==> config.mk <==
export PLATFORM = sky130hd
export DESIGN_NAME = dff_bist
export DESIGN_NICKNAME = d
export VERILOG_FILES = /design/src/rtl/dff_bist.sv
export SDC_FILE = /design/constraint.sdc
export NUM_CORES = 1
export LEC_CHECK = 0
export ABC_AREA = 1
export BUFFER_PORTS_ARGS = -buffer_cell sky130_fd_sc_hd__buf_4
export CAP_MARGIN = 20
export CORE_MARGIN = 3
export CORE_UTILIZATION = 46
export DETAILED_ROUTE_END_ITERATION = 12
export PLACE_DENSITY = 0.68
export SLEW_MARGIN = 0
export SYNTH_ARGS = -nofsm -noshare
export SYNTH_HDL_FRONTEND = slang
export SYNTH_SLANG_ARGS = --single-unit
==> constraint.sdc <==
create_clock -name clk -period 1.6 [get_ports clk]
set_input_delay 0.48 -clock clk [delete_from_list [all_inputs] [get_ports clk]]
set_output_delay 0.48 -clock clk [all_outputs]
set_load 0.005 [all_outputs]
==> src/rtl/dff_bist.sv <==
// dff_bist: synthesizable self-test initiator for the lab D flip-flop. Applies NUM_VEC
// clr/set/d vectors, checks Q/Qbar one edge after capture. Optional first-failure capture: DFF_BIST_FAILCAP_EN.
module dff_bist #(
  parameter int NUM_VEC = 16,
  parameter int ERR_W   = 5
) (
  input  logic             clk,
  input  logic             rst,
  input  logic             start,
  input  logic             dut_q,
  input  logic             dut_qbar,
  output logic             dut_d,
  output logic             dut_clr,
  output logic             dut_set,
  output logic             busy,
  output logic             done,
  output logic             pass,
  output logic [ERR_W-1:0] err_cnt
`ifdef DFF_BIST_FAILCAP_EN
  ,
  output logic             fail_seen,
  output logic [3:0]       fail_idx
`endif
);
  typedef enum logic [1:0] {IDLE, DRIVE, WAIT, DONE} state_t;
  localparam logic [3:0] LAST = 4'(NUM_VEC - 1);

  state_t           state, state_nxt;
  logic [3:0]       idx, idx_nxt;
  logic             clr_nxt, set_nxt, d_nxt;
  logic [ERR_W-1:0] err_nxt;
  logic [2:0]       cur_vec;
  logic             exp_q, mism;

  // {clr, set, d} for vector index c; clr/set active-low
  function automatic logic [2:0] vec(input logic [3:0] c);
    logic [2:0] v;
    v[2] = ~(c == 4'd2 || c == 4'd5 || c == 4'd6);
    v[1] = ~(c == 4'd1 || c == 4'd2 || c == 4'd6);
    v[0] = c[2];
    return v;
  endfunction

  // expected Q: clr dominates set, otherwise follows d
  assign cur_vec = vec(idx);
  assign exp_q   = ~cur_vec[2] ? 1'b0 : (~cur_vec[1] ? 1'b1 : cur_vec[0]);
  assign mism    = (dut_q != exp_q) || (dut_qbar != ~exp_q);

`ifdef DFF_BIST_FAILCAP_EN
  logic       fs_nxt;
  logic [3:0] fi_nxt;
`endif

  always_comb begin
    state_nxt                   = state;
    idx_nxt                     = idx;
    {clr_nxt, set_nxt, d_nxt}   = {dut_clr, dut_set, dut_d};
    err_nxt                     = err_cnt;
`ifdef DFF_BIST_FAILCAP_EN
    fs_nxt                      = fail_seen;
    fi_nxt                      = fail_idx;
`endif
    case (state)
      IDLE, DONE: begin
        if (start) begin
          state_nxt                 = DRIVE;
          idx_nxt                   = 4'd0;
          {clr_nxt, set_nxt, d_nxt} = vec(4'd0);
          err_nxt                   = '0;
`ifdef DFF_BIST_FAILCAP_EN
          fs_nxt                    = 1'b0;
          fi_nxt                    = 4'd0;
`endif
        end
      end
      DRIVE: state_nxt = WAIT;
      WAIT: begin
        if (mism && err_cnt != '1) err_nxt = err_cnt + 1'b1;
`ifdef DFF_BIST_FAILCAP_EN
        if (mism && !fail_seen) begin
          fs_nxt = 1'b1;
          fi_nxt = idx;
        end
`endif
        if (idx != LAST) begin
          idx_nxt                   = idx + 4'd1;
          {clr_nxt, set_nxt, d_nxt} = vec(idx + 4'd1);
          state_nxt                 = DRIVE;
        end else begin
          // park the DUT in its cleared state between runs
          {clr_nxt, set_nxt, d_nxt} = 3'b010;
          state_nxt                 = DONE;
        end
      end
      default: state_nxt = IDLE;
    endcase
  end

  always_ff @(posedge clk) begin
    if (rst) begin
      state   <= IDLE;
      idx     <= 4'd0;
      dut_clr <= 1'b0;
      dut_set <= 1'b1;
      dut_d   <= 1'b0;
      err_cnt <= '0;
    end else begin
      state   <= state_nxt;
      idx     <= idx_nxt;
      dut_clr <= clr_nxt;
      dut_set <= set_nxt;
      dut_d   <= d_nxt;
      err_cnt <= err_nxt;
    end
  end

`ifdef DFF_BIST_FAILCAP_EN
  always_ff @(posedge clk) begin
    if (rst) begin
      fail_seen <= 1'b0;
      fail_idx  <= 4'd0;
    end else begin
      fail_seen <= fs_nxt;
      fail_idx  <= fi_nxt;
    end
  end
`endif

  assign busy = (state == DRIVE) || (state == WAIT);
  assign done = (state == DONE);
  assign pass = done && (err_cnt == '0);
endmodule

=== After elaboration in Yosys (flattened, before gate mapping) ===
Cells that the tools add are included.
W data, S select, Z words.

* Input port bits: 5
* Register bits: 14
* Word-level logic and storage cells: 67

* Reduce and logical (&&, ||, !) cells: 19
* Bitwise logic cells: 3
* Equal/unequal tests: 18
* Add/sub/neg operators: 2
* Mux-type cells: 19

{| class="wikitable"
|+ Operators with widths
! operator !! count
|-
| $eq A4 B3 Y1 const B || 4
|-
| $logic_or A1 B1 Y1 || 10
|-
| $mux W5 || 2
|-
| $pmux W5 S2 || 1
|-
| $eq A4 B1 Y1 const B || 2
|-
| $eq A4 B2 Y1 const B || 2
|-
| $mux W4 || 2
|-
| $pmux W4 S2 || 1
|-
| $mux W1 || 7
|-
| $ne A2 B2 Y1 const B || 3
|-
| $pmux W1 S2 || 3
|-
| $pmux W2 S3 || 1
|-
| $reduce_and A3 Y1 || 2
|-
| $add A5 B1 Y5 const B || 1
|-
| $logic_not A5 Y1 || 1
|-
| $ne A5 B5 Y1 const B || 1
|-
| $add A4 B1 Y4 const B || 1
|-
| $eq A2 B2 Y1 const B || 2
|-
| $mux W2 || 2
|-
| $ne A4 B4 Y1 const B || 1
|-
| $not A1 Y1 || 3
|-
| $eq A2 B1 Y1 const B || 1
|-
| $logic_and A1 B1 Y1 || 2
|-
| $logic_not A2 Y1 || 1
|-
| other kinds (4) || 5
|}

=== Logic depth before layout (Yosys ltp) ===
Gate-level depths: netlist (run 1).

* Depth in word-level cells: 11
* Depth in mapped cells: 11
* Gate-level depth less buffers: 11

=== Least setup slack after synthesis (run 1) ===
No wires, ideal clock.

* Path type: register to register
* Start: register state[0]
* End: register err_cnt[4]
* Data arrival time: 1.293 ns
* Setup slack: 0.192 ns
* Library setup time: 0.115 ns
* Path buffers: 0
* Cell stages (with the launch flop): 10
* Required time: 1.485 ns
* Path through: dfxtp_1 inv_1 ha_1 inv_2 nor2_4 nor2_4 nor2_4 inv_4 a21oi_1 nor2_1

* Longest elaborated chain between the ends: 4
* Elaborated cells on any way between the ends: 9
* Classes of those cells: 4 x eq/ne; 1 x mux; 4 x reduce/logical

{| class="wikitable"
|+ RTL lines
! element !! line !! text
|-
| start: declaration || 28 || <nowiki>state_t state, state_nxt;</nowiki>
|-
| start signal: assignment || 108 || <nowiki>state <= state_nxt;</nowiki>
|-
| $eq A2 B2 Y1 / $logic_not A2 Y1 (equally long branches) || 63 || <nowiki>case (state)</nowiki>
|-
| $reduce_or A2 Y1 || 63 ||
|-
| $ne A2 B2 Y1 (no source line) / $reduce_bool A2 Y1 (equally long branches) || -- ||
|-
| $reduce_and A3 Y1 (no source line) || -- ||
|-
| end signal: assignment || 113 || <nowiki>err_cnt <= err_nxt;</nowiki>
|-
| end: declaration || 18 || <nowiki>output logic [ERR_W-1:0] err_cnt</nowiki>
|}

Several ways; a longest one is shown, not always the timed one.
A chain may end at the register's enable or synchronous reset.

=== Worst setup path in the final report (run 1) ===
* Start: register state[0]
* End: register err_cnt[2]

The elaborated chain is that of the path after synthesis.

==> results of run 1 <==
[power by group]
| part | switching, W | internal, W |
|---|---|---|
| clock network | 0.000116 | 0.000139 |
| logic | 0.000144 | 0.000128 |
| registers | 0.0000229 | 0.000370 |
[layout make-up]
cell class	instances	area, sq um
Multi-Input combinational cell	90	619.3
Fill cell	153	576.8
Tap cell	25	31.28
Inverter	23	93.84
Sequential cell	14	290.3
Clock buffer	4	36.28
Timing Repair Buffer	22	172.7
[cells in the mapped netlist]
| cell type | count | share of area (%) |
|---|---|---|
| inv_4 | 1 | 0.67 |
| o21ai_0 | 5 | 2.7 |
| o21ai_1 | 1 | 0.54 |
| nand3_1 | 11 | 5.9 |
| nand4_1 | 2 | 1.3 |
| nor2_1 | 11 | 4.4 |
| ha_1 | 10 | 13 |
| nor3b_1 | 1 | 0.81 |
| a21oi_2 | 2 | 1.9 |
| nor2_4 | 4 | 4.9 |
| inv_2 | 6 | 2.4 |
| nor3_1 | 1 | 0.54 |
| nand2_2 | 1 | 0.67 |
| a21oi_1 | 10 | 5.4 |
| nand3_2 | 1 | 1.1 |
| xor2_1 | 3 | 2.8 |
| nand2_4 | 2 | 2.4 |
| nor2_2 | 3 | 2.0 |
| nand2_1 | 22 | 8.9 |
| inv_1 | 16 | 6.5 |
| dfxtp_1 | 14 | 30 |
| clkbuf_1 | 1 | 0.40 |
[registers in the layout, indices dropped and copies added, names as in the netlist]
name / flops
idx: 4
dut_clr: 1
dut_set: 1
state: 2
dut_d: 1
err_cnt: 5
[worst register-to-register path: stages, from the launching register on]
cell and delay, ps:
dfxtp_4 380, inv_4 40, ha_4 270, inv_4 40, buf_6 110, nor2_4 140, nor2_4 70, nor2_4 180
inv_4 80, nand2_4 90, nand2_2 50, a21oi_2 120
[stage by stage]
step	cells	instance area (sq um)
floorplan	128	928.4
global route	178	1244
finish	178	1244
detailed placement	168	1076
CTS	176	1194
global placement	168	1076
[worst paths after layout]
path         startpoint    endpoint  slack (ps)
max            state[0]  err_cnt[2]         -30
max reg2reg    state[0]  err_cnt[2]         -30
min                 rst  err_cnt[1]         440
min reg2reg       dut_d       dut_d         460
[logic make-up after synthesis]
| family | count (synthesis) | share of synthesized area, % |
|---|---|---|
| and+or+nand+nor | 59 | 33.02 |
| xor gates and xnor gates | 3 | 2.831 |
| adders and majority gates | 10 | 13.48 |
| buffers and inverters | 24 | 9.973 |
| DFF | 14 | 30.19 |
| AOI/OAI and AO/OA | 18 | 10.51 |
[timing repair]
action                                 4_1_cts  5_1_grt
setup endpoints to repair                    2       12
endpoints found under the hold margin        0        0
setup buffers                                4        2
pin swaps                                    1        7
gates cloned                                 0        0
resized for setup                           14       11
[routing by layer]
layer / vias to the layer above / global-route usage [%]
met1: 406 / 20.83
met2: 17 / 30.26
met4: 0 / 4.036
li1: 451 / -
met3: 2 / 6.997
met5: - / 0
==> results.cfg, run 1 <==
[global_routing]
grt_usage_pct = 17.78
overflow = 0
antenna_found_initial = 0
grt_pass1_vias = 820
grt_pass1_wl_mm = 3.512
grt_max_degree = 11

[die]
num_rows = 15
core_sq_um = 1821
num_io_pins = 16
die_area_sq_um = 2593
fp.dieH_um = 50.93
start_util_pct = 51.00
die_w_um = 50.93

[cts]
cts_hold_buf = 0
cts_max_level = 1
cts_tree = done
numClockSinks = 14
cts_root_buf = clkbuf_4
clock_latency_ps = 280
cts_buffers = 3
clockBufferDepth = 2
clkTransAtPathRegs_ps = 80

[timing]
hold_violations = 0
clock.fmax_ghz = 0.6152
whs_ps = 439.2
fin_crit_sh_pct = 101.6
final.setup.tns_ps = -77.83
min_period_ps = 1625
setup_viol = 5
worst_slack_ps = -25.45
finalMaxSlewViolations = 0
max_slew_margin_pct = 81.55
grt_setup_unrepaired = true
skew_ps = 2.306
tightest_slew_ps = 275.8

[synthesis]
synth.distinct_cells = 22
yosysWarnings = 0
syn_avg_cell_area_sq_um = 7.253
synthCells = 128
ys_seq_elements = 14
syn-num-nets = 143
synthesis.area_sq_um = 928.4
yosysSeqAreaShare_pct = 30.19

[worst_setup_path]
crit_type = flip-flop to flip-flop
endpoint_kind = flip-flop
worstPathMaxFanout = 7
slowest_stage = dfxtp_4
critPathTopFamily = simple AND/OR/NAND/NOR gates
critical_path_arrival_ps = 1850
max_stage_delay_ps = 380
crit_required_ps = 1830
reg2reg_depth = 11
path_buf_inv = 4
cp.depth = 11
startpoint_type = flip-flop
crit_chain = inv_4, ha_4, inv_4, buf_6, nor2_4, nor2_4, nor2_4, inv_4, nand2_4, nand2_2, a21oi_2

[route]
vias_per_cell = 4.921
drcViolationCount = 0
detail_route.wl_per_cell_um = 11.49
met3_length_um = 105
first_pass_iters = 4
drtIter0Drc = 18
met2RoutedLength_mm = 1.023
drt-total-wl_mm = 2.046
ant_nets = 0
highest_layer = met4
vias = 876
wl_met1_um = 903

[power]
total_leakage_power_nw = 0.5522
powerDensity_nw_per_um2 = 739.1
ir_drop_v = 0.0007565
p_total_w = 0.0009193

[placed_design]
hpwl_mm = 1.479
gp_congestion = 0.8121
dp_slack_ps = 54.67
io_buffers = 15

[final_layout]
fin_nets = 169
drive_above_1_share_pct = 40.52
utilization_pct = 68.32
antennaDiodeCount = 0
mostFrequentLayoutCells = nand2_1, buf_4, inv_1, nor2_1
area_growth_pct = 33.96

[worst_hold_path]
min_path_cells = 2
hold_path.class = input port to flip-flop

[outcome]
status = finished, violations left
failed_checks = setup timing

[flow_run]
maxCapViolations = 0
Note: power is estimated with default switching activity, not from simulation.
==> run 2, diff against run 1 <==
--- a/config.mk
+++ b/config.mk
@@ -8,7 +8,7 @@
 export ABC_AREA = 1
 export BUFFER_PORTS_ARGS = -buffer_cell sky130_fd_sc_hd__buf_4
 export CAP_MARGIN = 20
-export CORE_MARGIN = 3
+export CORE_MARGIN = 5
 export CORE_UTILIZATION = 46
 export DETAILED_ROUTE_END_ITERATION = 12
 export PLACE_DENSITY = 0.68
==> run 2 against run 1 <==
  * The flow still finishes with violations (setup timing)
  * Via count down 1.1%
  * Register-to-register slack better by 40 ps
  * Largest power group unchanged
  * Critical path type is now flip-flop to output pin
  * Cell count up 1.1%
==> results.cfg, run 2 (synthesized netlist as in run 1, its figures left out) <==
[worst_setup_path]
path_buf_inv = 3
crit_required_ps = 1120
worstPathMaxFanout = 3
critPathTopFamily = flip-flops
startpoint_type = flip-flop
crit_type = flip-flop to output pin
endpoint_kind = output pin
crit_chain = inv_4, ha_4, inv_2, buf_4
r2r_slack_ps = 10
slowest_stage = dfxtp_4
critical_path_arrival_ps = 1140
max_stage_delay_ps = 390

[cts]
clkTransAtPathRegs_ps = 100
cts_tree = done
clock_latency_ps = 290
cts_buffers = 3
clockBufferDepth = 2
numClockSinks = 14
cts_root_buf = clkbuf_4
cts_max_level = 1

[placed_design]
io_buffers = 15
dp_slack_ps = 78.81
placed_area_sq_um = 1086
hpwl_mm = 1.520
gp_congestion = 0.7992

[final_layout]
antennaDiodeCount = 0
largest_register = err_cnt
mostFrequentLayoutCells = nand2_1, buf_4, inv_1
largest_register_ffs = 5
largestRegisters = err_cnt x5, idx x4, state x2
area_growth_pct = 31.27
drive_above_1_share_pct = 38.56
nFillCells = 175
fin_nets = 169
fin_area_sq_um = 1219

[die]
die_area_sq_um = 3017
num_rows = 16
die_w_um = 54.93
core_sq_um = 1942
fp.dieH_um = 54.93
start_util_pct = 47.81
num_io_pins = 16

[timing]
finalMaxSlewViolations = 0
hold_violations = 0
min_period_ps = 1625
tightest_slew_ps = 293.7
skew_ps = 5.615
whs_ps = 426.6
clock.fmax_ghz = 0.6155
fin_crit_sh_pct = 101.5
final.setup.tns_ps = -24.74
grt_setup_unrepaired = true
worst_slack_ps = -24.74
max_slew_margin_pct = 80.35
setup_viol = 1

[route]
drtIter0Drc = 17
drt-total-wl_mm = 2.013
vias_per_cell = 4.811
first_pass_iters = 4
drcViolationCount = 0
ant_nets = 0
vias = 866
detail_route.wl_per_cell_um = 11.18

[flow_run]
maxCapViolations = 0

[global_routing]
grt_usage_pct = 15.95
grt_pass1_vias = 862
grt_pass1_wl_mm = 3.546
grt_max_degree = 11
antenna_found_initial = 0
overflow = 0

[power]
ir_drop_v = 0.0004997
pwr-share-seq_pct = 43.3
sw_frac_of_total_pct = 31.25
pwr-share-comb_pct = 27.3
powerDensity_nw_per_um2 = 744.9
total_leakage_power_nw = 0.5459
p_total_w = 0.0009077
intPower_w = 0.0006241
p_sw_w = 0.0002836
pwr-share-clk_pct = 29.4

[outcome]
failed_checks = setup timing
status = finished, violations left

[worst_hold_path]
hold_path.class = input port to flip-flop
-- run 2: per-stage QoR --
| stage | std cells | util [%] |
|---|---|---|
| floorplan | 128 | - |
| global placement | 171 | 55.93 |
| detailed placement | 171 | 55.93 |
| CTS | 179 | 61.53 |
| global route | 180 | 62.76 |
| finish | 180 | 62.76 |
-- run 2: layer usage --
layer  vias to the layer above  routed length (um)  part of all wire, %  GRT usage (%)
met5                         -                   0                    0              0
met4                         0                  15                 0.75          6.073
met3                         2                 112                  5.6          2.949
met2                        16                 945                   47          25.59
met1                       392                 940                   47          21.11
li1                        456                   -                    -              -
-- run 2: power groups by stage --
stage          combinational [W]  sequential [W]  clock [W]
2_1_floorplan           0.000140        0.000392          0
3_3_place_gp            0.000203        0.000393          0
3_5_place_dp            0.000207        0.000393          0
4_1_cts                 0.000235        0.000390   0.000271
5_1_grt                 0.000277        0.000396   0.000280
6_report                0.000248        0.000393   0.000267
-- run 2: layout make-up --
class | instances | area (sq um) | area share [%]
clock buffer | 4 | 36.28 | 2.977
tap | 27 | 33.78 | 2.772
inverter | 23 | 91.34 | 7.495
sequential | 14 | 290.3 | 23.82
multi-input combinational | 90 | 598.1 | 49.08
timing repair buffer | 22 | 168.9 | 13.86
-- run 2: timing repair --
item | 4_1_cts | 5_1_grt
pin swaps | 4 | 11
endpoints found under the setup margin | 2 | 12
buffers inserted | 4 | 1
resized for setup | 11 | 8
hold buffers | 0 | 0
cloned | 0 | 0
-- run 2: path summary, 6_finish.rpt --
check               end      from  cells after the start
max                busy  state[0]                      4
min          err_cnt[1]       rst                      2
max reg2reg  err_cnt[3]  state[0]                     11
min reg2reg       dut_d     dut_d                      2
-- run 2: worst reg2reg max path, cell delays in order (launching register included) --
cell	delay (ps)
dfxtp_4	390
inv_4	40
ha_4	260
inv_2	40
buf_6	110
nor2_4	120
nor2_4	60
nor2_4	160
inv_4	70
nand2_4	80
nand2_2	40
a21oi_1	130
